==> config.mk <==
export PLATFORM = sky130hd
export DESIGN_NAME = eu_operand_collector
export DESIGN_NICKNAME = d
export VERILOG_FILES = /design/src/rtl/eu_operand_collector.sv
export SDC_FILE = /design/constraint.sdc
export NUM_CORES = 1
export LEC_CHECK = 0
export CAP_MARGIN = 15
export CORE_AREA = 5 5 134 136
export DETAILED_ROUTE_END_ITERATION = 10
export DIE_AREA = 0 0 139 141
export DONT_BUFFER_PORTS = 1
export SLEW_MARGIN = 5
export SYNTH_ARGS = -nofsm -noshare
export SYNTH_HDL_FRONTEND = slang
export SYNTH_SLANG_ARGS = --single-unit
==> constraint.sdc <==
create_clock -name clk -period 4.35 [get_ports clk]
set_input_delay 0.435 -clock clk [delete_from_list [all_inputs] [get_ports clk]]
set_output_delay 0.435 -clock clk [all_outputs]
set_load 0.01 [all_outputs]
==> src/rtl/eu_operand_collector.sv <==
// Operand collector: pops one queue entry at a time, gathers both source
// operands from the register file or the result broadcast bus, and holds
// the instruction plus operands toward the ALU under valid/ready.

package eu_oc_pkg;
  typedef struct packed {
    logic [7:0]  opcode;
    logic [5:0]  dst_tag;
    logic [17:0] imm;
  } type_iqueue_entry;
endpackage

module eu_operand_collector
  import eu_oc_pkg::*;
#(
  parameter int TAG_WIDTH  = 6,
  parameter int DATA_WIDTH = 32
) (
  input  logic                  clk,
  input  logic                  reset,
  input  type_iqueue_entry      instr_i,
  input  logic                  instr_valid_i,
  output logic                  instr_ready_o,
  input  logic [TAG_WIDTH-1:0]  srca_tag_i,
  input  logic [TAG_WIDTH-1:0]  srcb_tag_i,
  input  logic                  srca_used_i,
  input  logic                  srcb_used_i,
  output logic [TAG_WIDTH-1:0]  rf_a_tag_o,
  output logic [TAG_WIDTH-1:0]  rf_b_tag_o,
  input  logic                  rf_a_rdy_i,
  input  logic                  rf_b_rdy_i,
  input  logic [DATA_WIDTH-1:0] rf_a_data_i,
  input  logic [DATA_WIDTH-1:0] rf_b_data_i,
  input  logic                  cdb_valid_i,
  input  logic [TAG_WIDTH-1:0]  cdb_tag_i,
  input  logic [DATA_WIDTH-1:0] cdb_data_i,
  input  logic                  flush_i,
  output type_iqueue_entry      exec_instr_o,
  output logic [DATA_WIDTH-1:0] exec_opa_o,
  output logic [DATA_WIDTH-1:0] exec_opb_o,
  output logic                  exec_valid_o,
  input  logic                  exec_ready_i
);

  typedef enum logic [1:0] {IDLE, COLLECT, ISSUE} state_t;

  state_t                r_state;
  type_iqueue_entry      r_instr;
  logic [TAG_WIDTH-1:0]  r_tag_a, r_tag_b;
  logic                  r_rdy_a, r_rdy_b;
  logic [DATA_WIDTH-1:0] r_opa, r_opb;
  logic                  r_valid;

  logic                  w_collect, w_accept;
  logic [TAG_WIDTH-1:0]  w_tag_a, w_tag_b;
  logic                  w_used_a, w_used_b;
  logic                  w_rdy_a, w_rdy_b;
  logic [DATA_WIDTH-1:0] w_val_a, w_val_b;

  assign w_collect     = (r_state == COLLECT);
  // Pop when empty, or when the held instruction leaves this very cycle.
  assign instr_ready_o = ((r_state == IDLE) | ((r_state == ISSUE) & exec_ready_i))
                         & ~flush_i & ~reset;
  assign w_accept      = instr_valid_i & instr_ready_o;

  // While collecting, look up the held tags; otherwise the incoming entry's.
  // An unused operand was already marked ready on accept, so it counts as used here.
  assign w_tag_a    = w_collect ? r_tag_a : srca_tag_i;
  assign w_tag_b    = w_collect ? r_tag_b : srcb_tag_i;
  assign w_used_a   = w_collect | srca_used_i;
  assign w_used_b   = w_collect | srcb_used_i;
  assign rf_a_tag_o = w_tag_a;
  assign rf_b_tag_o = w_tag_b;

  // Resolve operand A: keep ready value, else unused->0, else CDB before RF.
  always_comb begin
    w_rdy_a = 1'b1;
    w_val_a = '0;
    if (w_collect && r_rdy_a)                        w_val_a = r_opa;
    else if (!w_used_a)                              w_val_a = '0;
    else if (cdb_valid_i && (cdb_tag_i == w_tag_a))  w_val_a = cdb_data_i;
    else if (rf_a_rdy_i)                             w_val_a = rf_a_data_i;
    else                                             w_rdy_a = 1'b0;
  end

  // Resolve operand B with the same priority.
  always_comb begin
    w_rdy_b = 1'b1;
    w_val_b = '0;
    if (w_collect && r_rdy_b)                        w_val_b = r_opb;
    else if (!w_used_b)                              w_val_b = '0;
    else if (cdb_valid_i && (cdb_tag_i == w_tag_b))  w_val_b = cdb_data_i;
    else if (rf_b_rdy_i)                             w_val_b = rf_b_data_i;
    else                                             w_rdy_b = 1'b0;
  end

  // FSM: accept/collect updates operand state; issue drains on exec_ready_i.
  always_ff @(posedge clk or posedge reset) begin
    if (reset) begin
      r_state <= IDLE;
      r_instr <= '0;
      r_tag_a <= '0;
      r_tag_b <= '0;
      r_rdy_a <= 1'b0;
      r_rdy_b <= 1'b0;
      r_opa   <= '0;
      r_opb   <= '0;
      r_valid <= 1'b0;
    end else if (flush_i) begin
      r_state <= IDLE;
      r_valid <= 1'b0;
    end else if (w_accept || w_collect) begin
      if (w_accept) begin
        r_instr <= instr_i;
        r_tag_a <= srca_tag_i;
        r_tag_b <= srcb_tag_i;
      end
      r_rdy_a <= w_rdy_a;
      r_rdy_b <= w_rdy_b;
      r_opa   <= w_val_a;
      r_opb   <= w_val_b;
      if (w_rdy_a && w_rdy_b) begin
        r_state <= ISSUE;
        r_valid <= 1'b1;
      end else begin
        r_state <= COLLECT;
        r_valid <= 1'b0;
      end
    end else if ((r_state == ISSUE) && exec_ready_i) begin
      r_state <= IDLE;
      r_valid <= 1'b0;
    end
  end

  assign exec_instr_o = r_instr;
  assign exec_opa_o   = r_opa;
  assign exec_opb_o   = r_opb;
  assign exec_valid_o = r_valid;

endmodule

Word level (Yosys, flattened, before mapping)
Index checks and enable logic that the tools add are counted.
- bitwise logic cells: 11
- divide/modulo/power cells: 0
- multipliers: 0
- $add $sub $neg: 0
- mux-type cells: 24
- shifts and indexed selects: 0
- order comparisons: 0
- equal/unequal tests: 4
- reductions and logical operators: 13
- operators by type and width (operator ; count):
    $mux W32 ; 6
    $eq A6 B6 Y1 ; 2
    $mux W1 ; 12
    $mux W6 ; 2
    $reduce_and A3 Y1 ; 3
    $mux W2 ; 4
    $logic_and A1 B1 Y1 ; 6
    $and A1 B1 Y1 ; 4
    $not A1 Y1 ; 4
    $or A1 B1 Y1 ; 3
    $reduce_bool A3 Y1 ; 1
    $eq A2 B1 Y1 const B ; 1
    $eq A2 B2 Y1 const B ; 1
    $logic_not A2 Y1 ; 1
    $reduce_and A2 Y1 ; 1
    $logic_or A1 B1 Y1 ; 1
- word-level logic and storage cells: 63
- memory bits (read-only): 0
- bits of input ports: 156
- latch bits: 0
- output and inout port bits: 110
- memory bits (writable): 0
- memories kept: 0
- register bits: 113

Logic depth before layout (Yosys ltp)
- word-level depth: 11
- depth in mapped cells: 10

Least setup slack after synthesis
Ideal clock, no wire load.
- path kind: input -> register
- start: input port exec_ready_i
- end: register r_instr, in the netlist exec_instr_o[0]
- slack: 2.049 ns
- setup time: 0.125 ns
- buffers on the path: 1
- data arrival time: 2.177 ns
- stages: 5
- required time: 4.225 ns
- path through: inv_1 > a2111oi_0 > nand2_1 > clkbuf_1 > mux2_2
- longest elaborated chain between the ends: 7
- ends and longest elaborated chain (what ; line ; RTL):
    start: declaration ; 42 ; input logic exec_ready_i
    $and A1 B1 Y1 (*) ; 62 ; assign instr_ready_o = ((r_state == IDLE) | ((r_state == ISSUE) & exec_ready_i))
    $or A1 B1 Y1 (*) ; 62 ;
    $and A1 B1 Y1 (*) (2 in series) ; 63 ; & ~flush_i & ~reset;
    named net instr_ready_o ; 23 ; output logic instr_ready_o,
    $and A1 B1 Y1 (*) ; 64 ; assign w_accept = instr_valid_i & instr_ready_o;
    $logic_or A1 B1 Y1 ; 112 ; end else if (w_accept || w_collect) begin
    $reduce_and A3 Y1 (no source line) (*) ; -- ;
    end signal: assignment ; 114 ; r_instr <= instr_i;
    end: declaration ; 48 ; type_iqueue_entry r_instr;
Mark *: on every way through the listed nets, which the timed path passes. The rest lies on a longest branch.
A chain may end at the register's enable or synchronous reset.

Final worst setup path
- start: register r_state[1]
- end: register r_opb[1], in the netlist exec_opb_o[1]
- longest elaborated chain between the ends: 8
- elaborated cells on any way between the ends: 18
- classes of those cells: eq/ne (3); mux (3); bitwise (7); reduce/logical (5)
- ends and longest elaborated chain (what ; line ; RTL):
    start: declaration ; 47 ; state_t r_state;
    start signal: assignment ; 100 ; r_state <= IDLE;
    start signal: assignment ; 110 ; r_state <= IDLE;
    start signal: assignment ; 123 ; r_state <= ISSUE;
    $eq A2 B2 Y1 ; 62 ;
    $and A1 B1 Y1 ; 62 ;
    $or A1 B1 Y1 ; 62 ;
    $and A1 B1 Y1 (2 in series) ; 63 ;
    $and A1 B1 Y1 ; 64 ;
    $logic_or A1 B1 Y1 ; 112 ;
    $reduce_and A3 Y1 (no source line) ; -- ;
    end signal: assignment ; 121 ; r_opb <= w_val_b;
    end: declaration ; 51 ; logic [DATA_WIDTH-1:0] r_opa, r_opb;
Parallel ways exist; a longest one is shown, timed or not.

==> run_results.csv <==
group,metric,value,unit
routing,ant_nets,0,
synth,synth_commonest_cells,"112 x dfrtp_1, 98 x nand2_1, 65 x nand3_1, 45 x mux2_2",
synth,synthFlopType,"dfrtp_1",
critical_path,cpMaxStageDelayCell,"a2111oi_2",
layout,syn2layout_area_growth,8.09,%
timing,finalClockSkew,12.1,ps
layout,nNetsFinal,700,
timing,period_share,62.7,%
routing,firstDrtPassIters,5,
clock_network,cts_resized,0,
power,powerDensity,431,nW/µm²
clock_network,numCtsBuffers,9,
timing,fin_setup_tns,0,ps
synth,syn_inst,570,
timing,timing.fmax,367,MHz
routing,drc,0,
critical_path,critPathArrivalTime,2960,ps
power,power.leakage,0.00256,µW
timing,rsz0062_at_grt,"no",
timing,setup_viol,0,
clock_network,htreeDepth,3,
job,max_cap_viol_count,0,
power,vdd_drop_max,227,µV
synth,yosys_warnings,0,
synth,synth_nets,726,
synth,ys_ff_latch,112,
clock_network,path_clk_slew,80,ps
critical_path,critPathKind,"flip-flop to flip-flop",
global_route,grt.overflow.total,0,
clock_network,clockRootBuffer,"clkbuf_16",
timing,maxSlewViolCount,0,
critical_path,cp_max_fo,35,
place,numPortBuffers,0,
global_route,grt_first_pass_wirelength,27200,µm
die,die_h,141,µm
timing,slew_headroom,39.6,%
clock_network,cts_tree,"yes",
critical_path,cp_common_cell,"buf_4",
critical_path,worstPathRequired,4580,ps
critical_path,crit_path_cell_trace,"nand2b_4, a2111oi_2, o221ai_4, buf_4, or2_1, buf_4, a221o_1",
timing,worst_hold_slack,145,ps
timing,finalCriticalPeriod,2730,ps
layout,diodes,0,
synth,yosysSeqAreaShare,49.2,%
timing,worstMarginPinSlew,906,ps
synth,yosysMostFrequentCell,"dfrtp_1",
layout,final_layout_size_suffix_gt1_share,15.1,%
die,die_area,19600,µm²
routing,wl_per_cell,22.8,µm
die,die_w,139,µm
synth,ys_types,41,
clock_network,clk_latency,360,ps
global_route,grt_pass1_vias,4670,
die,core-area,16800,µm²
routing,routed-via-count,4543,
routing,drtIter0Drc,326,
routing,drt_wl_total,17700,µm
run_status,status,"completed",
place,gp_congestion,0.830,
global_route,grt_max_degree,74,
routing,viasPerCell,5.87,
critical_path,crit_path_end_kind,"flip-flop",
critical_path,start_kind,"flip-flop",
clock_network,hold_buffers,0,
synth,synthTopCellsByArea,"dfrtp_1 49%, mux2_2 8.9%, nand2_1 6.5%",
synth,async_flop_share,100,%
synth,synth.top_cell.area_share,49.2,%
synth,synth_area,5690,µm²
synth,synth_edf_count,0,
synth,syn_area_per_cell,9.99,µm²
clock_network,post_cts_buffers,0,
global_route,grt_use_total,17.4,%
timing,hold_viol,0,
die,start_util,33.9,%
clock_network,cts.sinks,112,
place,dp_hpwl,13000,µm
min_path,holdCritPathClass,"primary input to asynchronous set/reset pin",
die,row_count,48,
die,ios,266,
critical_path,critPathMaxStageDelay,500,ps
synth,synth_top_area_cell,"dfrtp_1",
clock_network,clock_path_buffers,2,
global_route,antenna_found_initial,0,
==> kinds of logic (layout without fill, tap and decap cells) <==
group / count (synthesis) / after routing / share of synthesized area, %
AND/OR/NAND/NOR: 251 / 251 / 21.2
flip-flops: 112 / 112 / 49.2
XOR/XNOR: 13 / 13 / 2.00
buffers and inverters: 59 / 38 / 5.05
multiplexers: 47 / 47 / 9.25
AO/OA/AOI/OAI: 88 / 88 / 13.2
==> critical path, delay by kind of cell (launching register included) <==
kind	cells	cell delay [ps]
AO/OA/AOI/OAI	3	1000
flip-flops	1	490
AND/OR/NAND/NOR	2	550
buffers and inverters	2	540
==> worst paths after layout <==
path / endpoint / slack (ps) / startpoint / depth (start not counted)
min in group clk: exec_instr_o[28]$_DFFE_PP0P_ / 220 / instr_i[28] / 1
hold reg to reg: r_tag_a[5]$_DFFE_PP0P_ / 510 / r_tag_a[5]$_DFFE_PP0P_ / 1
max in group asynchronous: exec_opa_o[26]$_DFFE_PP0P_ / 3110 / reset / 2
hold / removal: exec_instr_o[24]$_DFFE_PP0P_ / 140 / reset / 1
setup / recovery: exec_opb_o[1]$_DFFE_PP0P_ / 1620 / r_state[1]$_DFFE_PP0P_ / 7
setup reg to reg: exec_opb_o[1]$_DFFE_PP0P_ / 1620 / r_state[1]$_DFFE_PP0P_ / 7
==> stage by stage <==
step                std cells  total power, µW  util (%)  area [µm²]  setup WS [ps]
floorplan                 570             1740         -        5690            956
global placement          756             1830      34.8        5840           1690
detailed placement        758             1860      34.8        5850           1620
CTS                       774             2690      36.6        6150           1590
global route              774             2790      36.6        6150           1300
finish                    774             2650      36.6        6150           1620
==> final cells by class <==
type | instances | area [µm²]
multi-input combinational | 399 | 2640
inverter | 8 | 32.5
clock inverter | 7 | 76.3
sequential | 112 | 2800
tap | 225 | 282
timing repair buffer | 14 | 97.6
fill | 1679 | 10700
clock buffer | 9 | 225
==> routing by layer <==
| metal | routed length, µm | global-route usage (%) | share of wire, % |
|---|---|---|---|
| met5 | 0 | 0 | 0 |
| met4 | 309 | 5.36 | 1.7 |
| met3 | 1560 | 6.72 | 8.8 |
| met2 | 8950 | 29.6 | 51 |
| met1 | 6840 | 20.5 | 39 |
==> power by group <==
group / internal [µW] / leakage [µW] / total [µW] / switching (µW)
sequential: 1230 / 0.00143 / 1450 / 223
clock: 407 / 0.000145 / 828 / 420
combinational: 185 / 0.000979 / 378 / 193
total: 1820 / 0.00256 / 2650 / 837
==> placed cells by master, fill, tap and decap left out, types with 9 or more instances in the layout <==
cell	netlist	layout
a221o_1	34	33
and3_1	33	33
buf_4	2	12
clkbuf_16	0	9
dfrtp_1	112	112
mux2_2	45	45
nand2_1	98	97
nand3_1	65	65
nor3_1	34	34
o211ai_1	33	33
==> sequential cells by signal, summed over array words and instances, names as in the netlist <==
name	cells
r_rdy_a	1
r_state	2
exec_instr_o	32
exec_opb_o	32
r_rdy_b	1
r_tag_a	6
r_tag_b	6
exec_opa_o	32
Power figures use the tool's default switching activity.
